### src/rtl/rgb565_ddr_wr_packer_if.sv
// Write-side bus from the RGB565 packer to the DDR3 write FIFO.
// wr_sof and wr_eof qualify wr_data while wr_vld is high.
interface rgb565_ddr_wr_packer_if #(
  parameter int DW = 128
);
  logic [DW-1:0] wr_data;
  logic          wr_vld;
  logic          wr_rdy;
  logic          wr_sof;
  logic          wr_eof;

  modport master (
    output wr_data,
    output wr_vld,
    output wr_sof,
    output wr_eof,
    input  wr_rdy
  );

  modport slave (
    input  wr_data,
    input  wr_vld,
    input  wr_sof,
    input  wr_eof,
    output wr_rdy
  );
endinterface

### src/rtl/rgb565_ddr_wr_packer.sv
// Packs RGB565 pixels into DW-bit words for the DDR3 write FIFO and tracks
// the x/y position within the frame. Frame sync comes from the rising edge of vsync.
module rgb565_ddr_wr_packer #(
  parameter int DW    = 128,
  parameter int H_ACT = 640,
  parameter int V_ACT = 480
) (
  input  logic                        clk,
  input  logic                        rst,
  input  logic                        vsync,
  input  logic [15:0]                 pix_data,
  input  logic                        pix_vld,
  rgb565_ddr_wr_packer_if.master      wr,
  output logic                        frame_done,
  output logic                        ovf
);

  localparam int PIX_PER_WORD = DW / 16;
  localparam int XW = (H_ACT > 1) ? $clog2(H_ACT) : 1;
  localparam int YW = $clog2(V_ACT + 1);
  localparam int PW = (PIX_PER_WORD > 1) ? $clog2(PIX_PER_WORD) : 1;

  logic          vs_d;
  logic          armed;
  logic [XW-1:0] x;
  logic [YW-1:0] y;
  logic [PW-1:0] pcnt;
  logic [DW-1:0] word_buf;
  logic          word_sof;

  logic          vs_rise;
  logic          accept;
  logic          last_pix;
  logic          at_eol;
  logic          at_eof;
  logic          sof_now;
  logic          can_load;
  logic [DW-1:0] full_word;

  always_comb begin
    vs_rise  = vsync & ~vs_d;
    accept   = armed & pix_vld & ~vs_rise & (y < YW'(V_ACT));
    last_pix = (pcnt == PW'(PIX_PER_WORD - 1));
    at_eol   = (x == XW'(H_ACT - 1));
    at_eof   = at_eol & (y == YW'(V_ACT - 1));
    // The sof flag is latched on the first pixel of a word; on that pixel it comes straight from x/y.
    sof_now  = (pcnt == '0) ? ((x == '0) & (y == '0)) : word_sof;
    can_load = ~wr.wr_vld | wr.wr_rdy;

    full_word = word_buf;
    for (int unsigned k = 0; k < PIX_PER_WORD; k++) begin
      if (pcnt == PW'(k)) full_word[16*k +: 16] = pix_data;
    end
  end

  always_ff @(posedge clk) begin
    if (rst) begin
      vs_d       <= 1'b0;
      armed      <= 1'b0;
      x          <= '0;
      y          <= '0;
      pcnt       <= '0;
      word_buf   <= '0;
      word_sof   <= 1'b0;
      wr.wr_data <= '0;
      wr.wr_vld  <= 1'b0;
      wr.wr_sof  <= 1'b0;
      wr.wr_eof  <= 1'b0;
      frame_done <= 1'b0;
      ovf        <= 1'b0;
    end else begin
      vs_d       <= vsync;
      frame_done <= 1'b0;

      if (wr.wr_vld && wr.wr_rdy) wr.wr_vld <= 1'b0;

      if (vs_rise) begin
        // A pending output word survives the frame boundary; only the partial word is dropped.
        armed    <= 1'b1;
        x        <= '0;
        y        <= '0;
        pcnt     <= '0;
        word_sof <= 1'b0;
      end else if (accept) begin
        word_buf <= full_word;
        word_sof <= sof_now;

        if (at_eol) begin
          x <= '0;
          y <= y + 1'b1;
        end else begin
          x <= x + 1'b1;
        end

        if (last_pix) begin
          pcnt       <= '0;
          frame_done <= at_eof;
          if (can_load) begin
            wr.wr_data <= full_word;
            wr.wr_sof  <= sof_now;
            wr.wr_eof  <= at_eof;
            wr.wr_vld  <= 1'b1;
          end else begin
            ovf <= 1'b1;
          end
        end else begin
          pcnt <= pcnt + 1'b1;
        end
      end
    end
  end

endmodule

### src/flat_wrapper.sv
// flat-port wrapper written by rule: the top's interface ports become plain ports
module rgb565_ddr_wr_packer_flat 
#(
  parameter int DW    = 128,
  parameter int H_ACT = 640,
  parameter int V_ACT = 480
)
  (clk, rst, vsync, pix_data, pix_vld, frame_done, ovf, wr_wr_data, wr_wr_vld, wr_wr_sof, wr_wr_eof, wr_wr_rdy);
  rgb565_ddr_wr_packer_if #(.DW(DW)) wr_i ();
  input  logic clk;
  input  logic rst;
  input  logic vsync;
  input  logic [15:0] pix_data;
  input  logic pix_vld;
  output logic frame_done;
  output logic ovf;
  output wire logic [$bits(wr_i.wr_data)-1:0] wr_wr_data;
  output wire logic [$bits(wr_i.wr_vld)-1:0] wr_wr_vld;
  output wire logic [$bits(wr_i.wr_sof)-1:0] wr_wr_sof;
  output wire logic [$bits(wr_i.wr_eof)-1:0] wr_wr_eof;
  input wire logic [$bits(wr_i.wr_rdy)-1:0] wr_wr_rdy;
  assign wr_wr_data = wr_i.wr_data;
  assign wr_wr_vld = wr_i.wr_vld;
  assign wr_wr_sof = wr_i.wr_sof;
  assign wr_wr_eof = wr_i.wr_eof;
  assign wr_i.wr_rdy = wr_wr_rdy;
  rgb565_ddr_wr_packer #(.DW(DW), .H_ACT(H_ACT), .V_ACT(V_ACT)) u_core (.clk(clk), .rst(rst), .vsync(vsync), .pix_data(pix_data), .pix_vld(pix_vld), .wr(wr_i), .frame_done(frame_done), .ovf(ovf));
endmodule
### config.mk
export PLATFORM = sky130hd
export DESIGN_NAME = rgb565_ddr_wr_packer_flat
export DESIGN_NICKNAME = d
export VERILOG_FILES = /design/src/rtl/rgb565_ddr_wr_packer_if.sv /design/src/rtl/rgb565_ddr_wr_packer.sv /design/src/flat_wrapper.sv
export SDC_FILE = /design/constraint.sdc
export NUM_CORES = 1
export LEC_CHECK = 0
export CORE_MARGIN = 2
export CORE_UTILIZATION = 35
export CTS_CLUSTER_DIAMETER = 100
export CTS_CLUSTER_SIZE = 10
export DETAILED_ROUTE_END_ITERATION = 8
export GPL_TIMING_DRIVEN = 1
export SYNTH_ARGS = -nofsm -noshare
export SYNTH_HDL_FRONTEND = slang
export SYNTH_SLANG_ARGS = --single-unit
export TNS_END_PERCENT = 50
### constraint.sdc
create_clock -name clk -period 2.43 [get_ports clk]
set_clock_uncertainty 0.1 [all_clocks]
set_input_delay 0.729 -clock clk [delete_from_list [all_inputs] [get_ports clk]]
set_output_delay 0.729 -clock clk [all_outputs]
set_load 0.05 [all_outputs]
==> impl_metrics.json, run 1 <==
{
  "start_util_pct": 35.68,
  "grt_overflow": 0,
  "hold_class": "flip-flop to flip-flop",
  "core_area_mm2": 0.03172,
  "clock_sinks": 270,
  "cts_buffers": 30,
  "cts_tree": "done",
  "cts_max_level": 1,
  "fin_util_pct": 44.98,
  "cap_violations": 0,
  "rows": 65,
  "placed_cells": 1780,
  "final_cell_mix": "dfxtp_1 (269), a21oi_1 (210), nand2_1 (130)",
  "via_count": 9998,
  "synthArstFlopShare_pct": 0,
  "grt_max_degree": 113,
  "setup_viol": 0,
  "synth_area_mm2": 0.01132,
  "slew_headroom_pct": 56.71,
  "die_w_um": 183.8,
  "avgSynthCellArea_um2": 8.638,
  "wire_per_inst_um": 19.25,
  "holdWs_ns": 0.3525,
  "die-height_um": 183.8,
  "cts_buffer_depth": 3,
  "root_buffer": "clkbuf_16",
  "layout-drive-gt1-share_pct": 12.35,
  "finalNonFillerCells": 1812,
  "fill_cells": 3158,
  "pwr_density_cell_mw_per_mm2": 611.9,
  "crit_type": "input pin to flip-flop",
  "drtIter0Drc": 772,
  "clk_latency_ns": 0.56,
  "rsz0062_at_grt": "yes",
  "cp-start-kind": "input pin",
  "hold_viol": 0,
  "end_kind": "flip-flop",
  "dpl-instance-area_mm2": 0.01359,
  "area.growth.synth_to_final_pct": 26.08,
  "antenna_found_initial": 1,
  "syn_nets": 1341,
  "remaining_drc_errors": 0,
  "drt_pass1_iterations": 5,
  "grt_pass1_vias": 9636,
  "io_pins": 154,
  "dp_hpwl_um": 21240,
  "power.static_leakage_nw": 4.981,
  "finalCritPeriodShare_pct": 96.07,
  "dieArea_mm2": 0.03379,
  "port_buffers": 153,
  "worst_pin_slew_ns": 0.6494,
  "vias_per_cell": 5.518,
  "crit_arrival_ns": 2.72,
  "fmax_mhz": 428.4,
  "ys_warn_count": 0,
  "vdd_drop_max_uv": 392.2,
  "hold_buffers": 0,
  "wirelength_um": 34880,
  "setup_tns_ns": 0,
  "fin_nets": 1441,
  "slew_viol_final": 0,
  "yosysSeqAreaShare_pct": 47.77,
  "timing.final.crit_period_ns": 2.335,
  "grt_pass1_wl_um": 55510,
  "synth_seq_cells": 270,
  "crit_path_max_fanout": 14,
  "synth_edf_count": 0,
  "ys.flop_type": "dfxtp_1",
  "clkTransAtPathRegs_ns": 0.06,
  "ant_nets": 0,
  "r2r_slack_ns": 0.31,
  "status": "finished, final reports clean",
  "gp_congestion": 0.8236,
  "dp_slack_ns": -0.4642,
  "synth_cell_type_count": 32,
  "cp.required_ns": 2.81,
  "finalInstanceArea_mm2": 0.01427,
  "mostFrequentLayoutCell": "dfxtp_1",
  "total_power_mw": 8.730,
  "track_usage_pct": 20.54,
  "syn-instance-count": 1310,
  "fin_ws_ns": 0.09546
}
cells by family after synthesis:
| logic type | Yosys count | synth area share, % |
|---|---|---|
| AO/OA/AOI/OAI | 405 | 21.21 |
| AND/OR/NAND/NOR | 336 | 13.57 |
| flip-flops | 270 | 47.77 |
| buffers and inverters | 172 | 6.048 |
| multiplexers | 113 | 9.996 |
| adder cells (fa/ha/maj) | 10 | 1.106 |
| XOR/XNOR | 4 | 0.3097 |
timing repair:
action | in CTS | in global routing
gates resized for setup | 84 | 3
pin swaps | 0 | 1
setup buffers | 0 | 0
gates cloned | 0 | 0
setup endpoints to repair | 84 | 93
cell type report:
cell class,instances,area [um2],share of cell area [%]
Clock inverter,1,16.27,0.1140
Tap cell,402,503.0,3.525
Antenna cell,1,2.502,0.01754
Inverter,9,33.78,0.2368
Multi-Input combinational cell,868,5301,37.16
Sequential cell,270,5406,37.89
Clock buffer,30,750.7,5.262
Timing Repair Buffer,231,2253,15.79
sequential cells by signal, indices dropped and copies added, names as in the netlist:
register and cells:
u_core.armed 1, u_core.frame_done 1, u_core.ovf 1, u_core.pcnt 3, u_core.vs_d 1, u_core.word_buf 112
u_core.word_sof 1, u_core.wr.wr_data 128, u_core.wr.wr_eof 1, u_core.wr.wr_sof 1, u_core.wr.wr_vld 1, u_core.x 10
u_core.y 9
synth_stat cells (2+ instances only):
cell	instances	area, um2
nor4_1	10	62.56
o31ai_1	7	52.55
or4_1	9	67.56
o21ai_0	70	350.3
a21oi_1	210	1051
and2_1	2	12.51
xnor2_1	2	17.52
nand2_1	131	491.7
clkbuf_1	120	450.4
ha_1	10	125.1
xor2_1	2	17.52
or3_1	6	37.54
a211oi_1	65	488.0
nor2_1	61	229.0
nand4_1	8	50.05
nor2b_1	6	37.54
dfxtp_1	270	5405
buf_2	13	65.06
buf_1	27	101.4
a311oi_1	49	429.2
and4_1	5	43.79
nand3_1	91	455.4
inv_1	9	33.78
nand2b_1	5	31.28
buf_6	3	33.78
mux2i_1	113	1131
routing by layer:
layer / vias up / GRT usage, % / wire length [um]
li1: 4856 / - / -
met1: 4832 / 28.97 / 16140
met2: 268 / 31.59 / 15580
met3: 42 / 5.151 / 2627
met4: 0 / 4.608 / 530
met5: - / 0 / 0
final timing paths:
path / from / cells past startpoint / end
max: vsync / 6 / u_core.x[8]$_SDFFE_PP0N_
min: u_core.word_buf[51]$_SDFFE_PP0P_ / 2 / u_core.word_buf[51]$_SDFFE_PP0P_
max reg2reg: u_core.pcnt[1]$_SDFFE_PP0N_ / 8 / u_core.wr.wr_data[47]$_SDFFE_PP0P_
min reg2reg: u_core.word_buf[51]$_SDFFE_PP0P_ / 2 / u_core.word_buf[51]$_SDFFE_PP0P_
where the power goes:
part	total, mW	internal (mW)	switching, mW
Sequential	4.45	4.44	0.00947
Clock	3.84	2.16	1.68
Combinational	0.441	0.151	0.290
Total	8.73	6.75	1.98
worst max-delay path, cell delays in order:
cell and delay [ns]:
clkdlybuf4s50_1 0.49, nor2b_1 0.18, or4_4 0.63, buf_4 0.18
or3_1 0.35, a21oi_1 0.15
Power figures use the tool's default switching activity.
==> run 2, diff against run 1 <==
--- a/config.mk
+++ b/config.mk
@@ -10,7 +10,7 @@
 export CTS_CLUSTER_DIAMETER = 100
 export CTS_CLUSTER_SIZE = 10
 export DETAILED_ROUTE_END_ITERATION = 8
-export GPL_TIMING_DRIVEN = 1
+export SKIP_LAST_GASP = 1
 export SYNTH_ARGS = -nofsm -noshare
 export SYNTH_HDL_FRONTEND = slang
 export SYNTH_SLANG_ARGS = --single-unit
==> constraint.sdc (replaced) <==
create_clock -name clk -period 2.65 [get_ports clk]
set_clock_uncertainty 0.1 [all_clocks]
set_input_delay 0.795 -clock clk [delete_from_list [all_inputs] [get_ports clk]]
set_output_delay 0.795 -clock clk [all_outputs]
set_load 0.05 [all_outputs]
==> impl_metrics.json, run 2 (synthesized netlist as in run 1, its figures left out) <==
{
  "status": "finished, final reports clean",
  "rsz0062_at_grt": "yes",
  "start_util_pct": 35.68,
  "critPathMaxStageDelay_ns": 0.82,
  "drtIter0Drc": 669,
  "root_buffer": "clkbuf_16",
  "dp_hpwl_um": 21650,
  "crit_type": "flip-flop to output port",
  "p_sw_mw": 1.853,
  "port_buffers": 153,
  "cts_tree": "done",
  "fmax_mhz": 379.5,
  "cp.required_ns": 1.76,
  "grt_overflow": 0,
  "cts_resized": 9,
  "ant_nets": 0,
  "crit_family": "buffers and inverters",
  "setup_viol": 0,
  "postCtsSetupBuffers": 0,
  "slew_headroom_pct": 57.69,
  "rows": 65,
  "cp.buffers_inverters": 1,
  "holdWs_ns": 0.3536,
  "layout-drive-gt1-share_pct": 9.052,
  "cts_max_level": 1,
  "comb_power_share_pct": 4.7,
  "pwr_density_cell_mw_per_mm2": 554.1,
  "clkTransAtPathRegs_ns": 0.05,
  "worst_pin_slew_ns": 0.6346,
  "mostFrequentLayoutCell": "dfxtp_1",
  "drt_pass1_iterations": 5,
  "wire_per_inst_um": 19.53,
  "dpl-instance-area_mm2": 0.01366,
  "end_kind": "output port",
  "fill_cells": 3018,
  "vdd_drop_max_uv": 357.7,
  "holdPathStages": 2,
  "p_int_mw": 6.164,
  "area.growth.synth_to_final_pct": 27.85,
  "clock_sinks": 270,
  "cp-start-kind": "flip-flop",
  "dieArea_mm2": 0.03379,
  "power_switching_share_pct": 23.11,
  "grt_pass1_vias": 9928,
  "io_pins": 154,
  "hold_class": "flip-flop to flip-flop",
  "track_usage_pct": 20.69,
  "regMostFlops": "u_core.wr.wr_data",
  "hold_buffers": 0,
  "via_count": 10170,
  "cts_buffer_depth": 3,
  "rr_worst_depth": 4,
  "total_power_mw": 8.017,
  "gp_congestion": 0.8445,
  "largest_reg_flops": 128,
  "grt_pass1_wl_um": 55770,
  "finalNonFillerCells": 1817,
  "final_cell_mix": "dfxtp_1 (269), a21oi_1 (210), nand2_1 (131)",
  "placed_cells": 1785,
  "vias_per_cell": 5.598,
  "remaining_drc_errors": 0,
  "top_regs": "u_core.wr.wr_data x128, u_core.word_buf x112, u_core.x x10",
  "clk_latency_ns": 0.56,
  "clockPowerShare_pct": 44.4,
  "hold_viol": 0,
  "power.static_leakage_nw": 4.876,
  "cap_violations": 0,
  "worst-path-stages": 1,
  "fin_nets": 1446,
  "cp_cell_sequence": "clkdlybuf4s50_1",
  "antenna_found_initial": 1,
  "finalCritPeriodShare_pct": 99.44,
  "grt_max_degree": 134,
  "die-height_um": 183.8,
  "slew_viol_final": 0,
  "cts_buffers": 30,
  "fin_util_pct": 45.61,
  "crit_path_max_fanout": 2,
  "critPathSlowestCell": "clkdlybuf4s50_1",
  "finalInstanceArea_mm2": 0.01447,
  "core_area_mm2": 0.03172,
  "crit_arrival_ns": 1.74,
  "power_frac_seq_pct": 50.9,
  "timing.final.crit_period_ns": 2.635,
  "wirelength_um": 35480,
  "die_w_um": 183.8
}
run 2: changes by cell type in the layout (fill, tap and decap cells not counted):
cell	change
nor4_2	+1
dlygate4sd2_1	-75
clkdlybuf4s50_1	+104
nand2_1	+1
nand2_2	-1
buf_4	-37
a211oi_2	-1
buf_12	-7
a211oi_1	+1
dlymetal6s2s_1	+20
nor4_4	-1
run 2: final timing paths:
path	from	end	slack (ns)
hold / removal	u_core.word_buf[52]$_SDFFE_PP0P_	u_core.word_buf[52]$_SDFFE_PP0P_	0.35
setup / recovery	u_core.wr.wr_data[15]$_SDFFE_PP0P_	wr_wr_data[15]	0.01
setup reg to reg	u_core.y[5]$_SDFFE_PP0P_	u_core.y[5]$_SDFFE_PP0P_	0.41
hold reg to reg	u_core.word_buf[52]$_SDFFE_PP0P_	u_core.word_buf[52]$_SDFFE_PP0P_	0.35
run 2: per-stage QoR:
step	TNS, ns	setup slack, ns
3_5_place_dp	-29.43	-0.3036
2_1_floorplan	0	0.1695
5_1_grt	-0.1209	-0.01113
3_3_place_gp	-26.49	-0.2795
6_report	0	0.01476
4_1_cts	-0.05429	-0.01371
run 2: power groups by stage:
stage          clock (mW)  sequential [mW]  combinational, mW
6_report             3.56             4.08              0.375
5_1_grt              3.76             4.08              0.399
4_1_cts              3.60             4.08              0.374
3_5_place_dp            0             4.17              0.373
3_3_place_gp            0             4.17              0.371
2_1_floorplan           0             4.17              0.202
run 2: final cells by class:
type / instances / area [um2] / area share (%)
clock buffer: 30 / 750.7 / 5.189
tap: 402 / 503.0 / 3.477
antenna: 1 / 2.502 / 0.01730
clock inverter: 1 / 16.27 / 0.1124
timing repair buffer: 236 / 2470 / 17.07
inverter: 9 / 33.78 / 0.2335
multi-input combinational: 868 / 5285 / 36.53
sequential: 270 / 5406 / 37.37
run 2: tightest hold or removal path, stage by stage (launching register included):
cell and delay (ns):
dfxtp_1 0.30, nand2_1 0.05, a21oi_1 0.05
run 2: layer usage:
layer	GRT usage (%)	routed length, um	vias to the layer above
met1	28.87	16520	4914
met4	5.728	766	0
met3	3.962	2429	49
met5	0	0	-
li1	-	-	4876
met2	32.59	15760	332
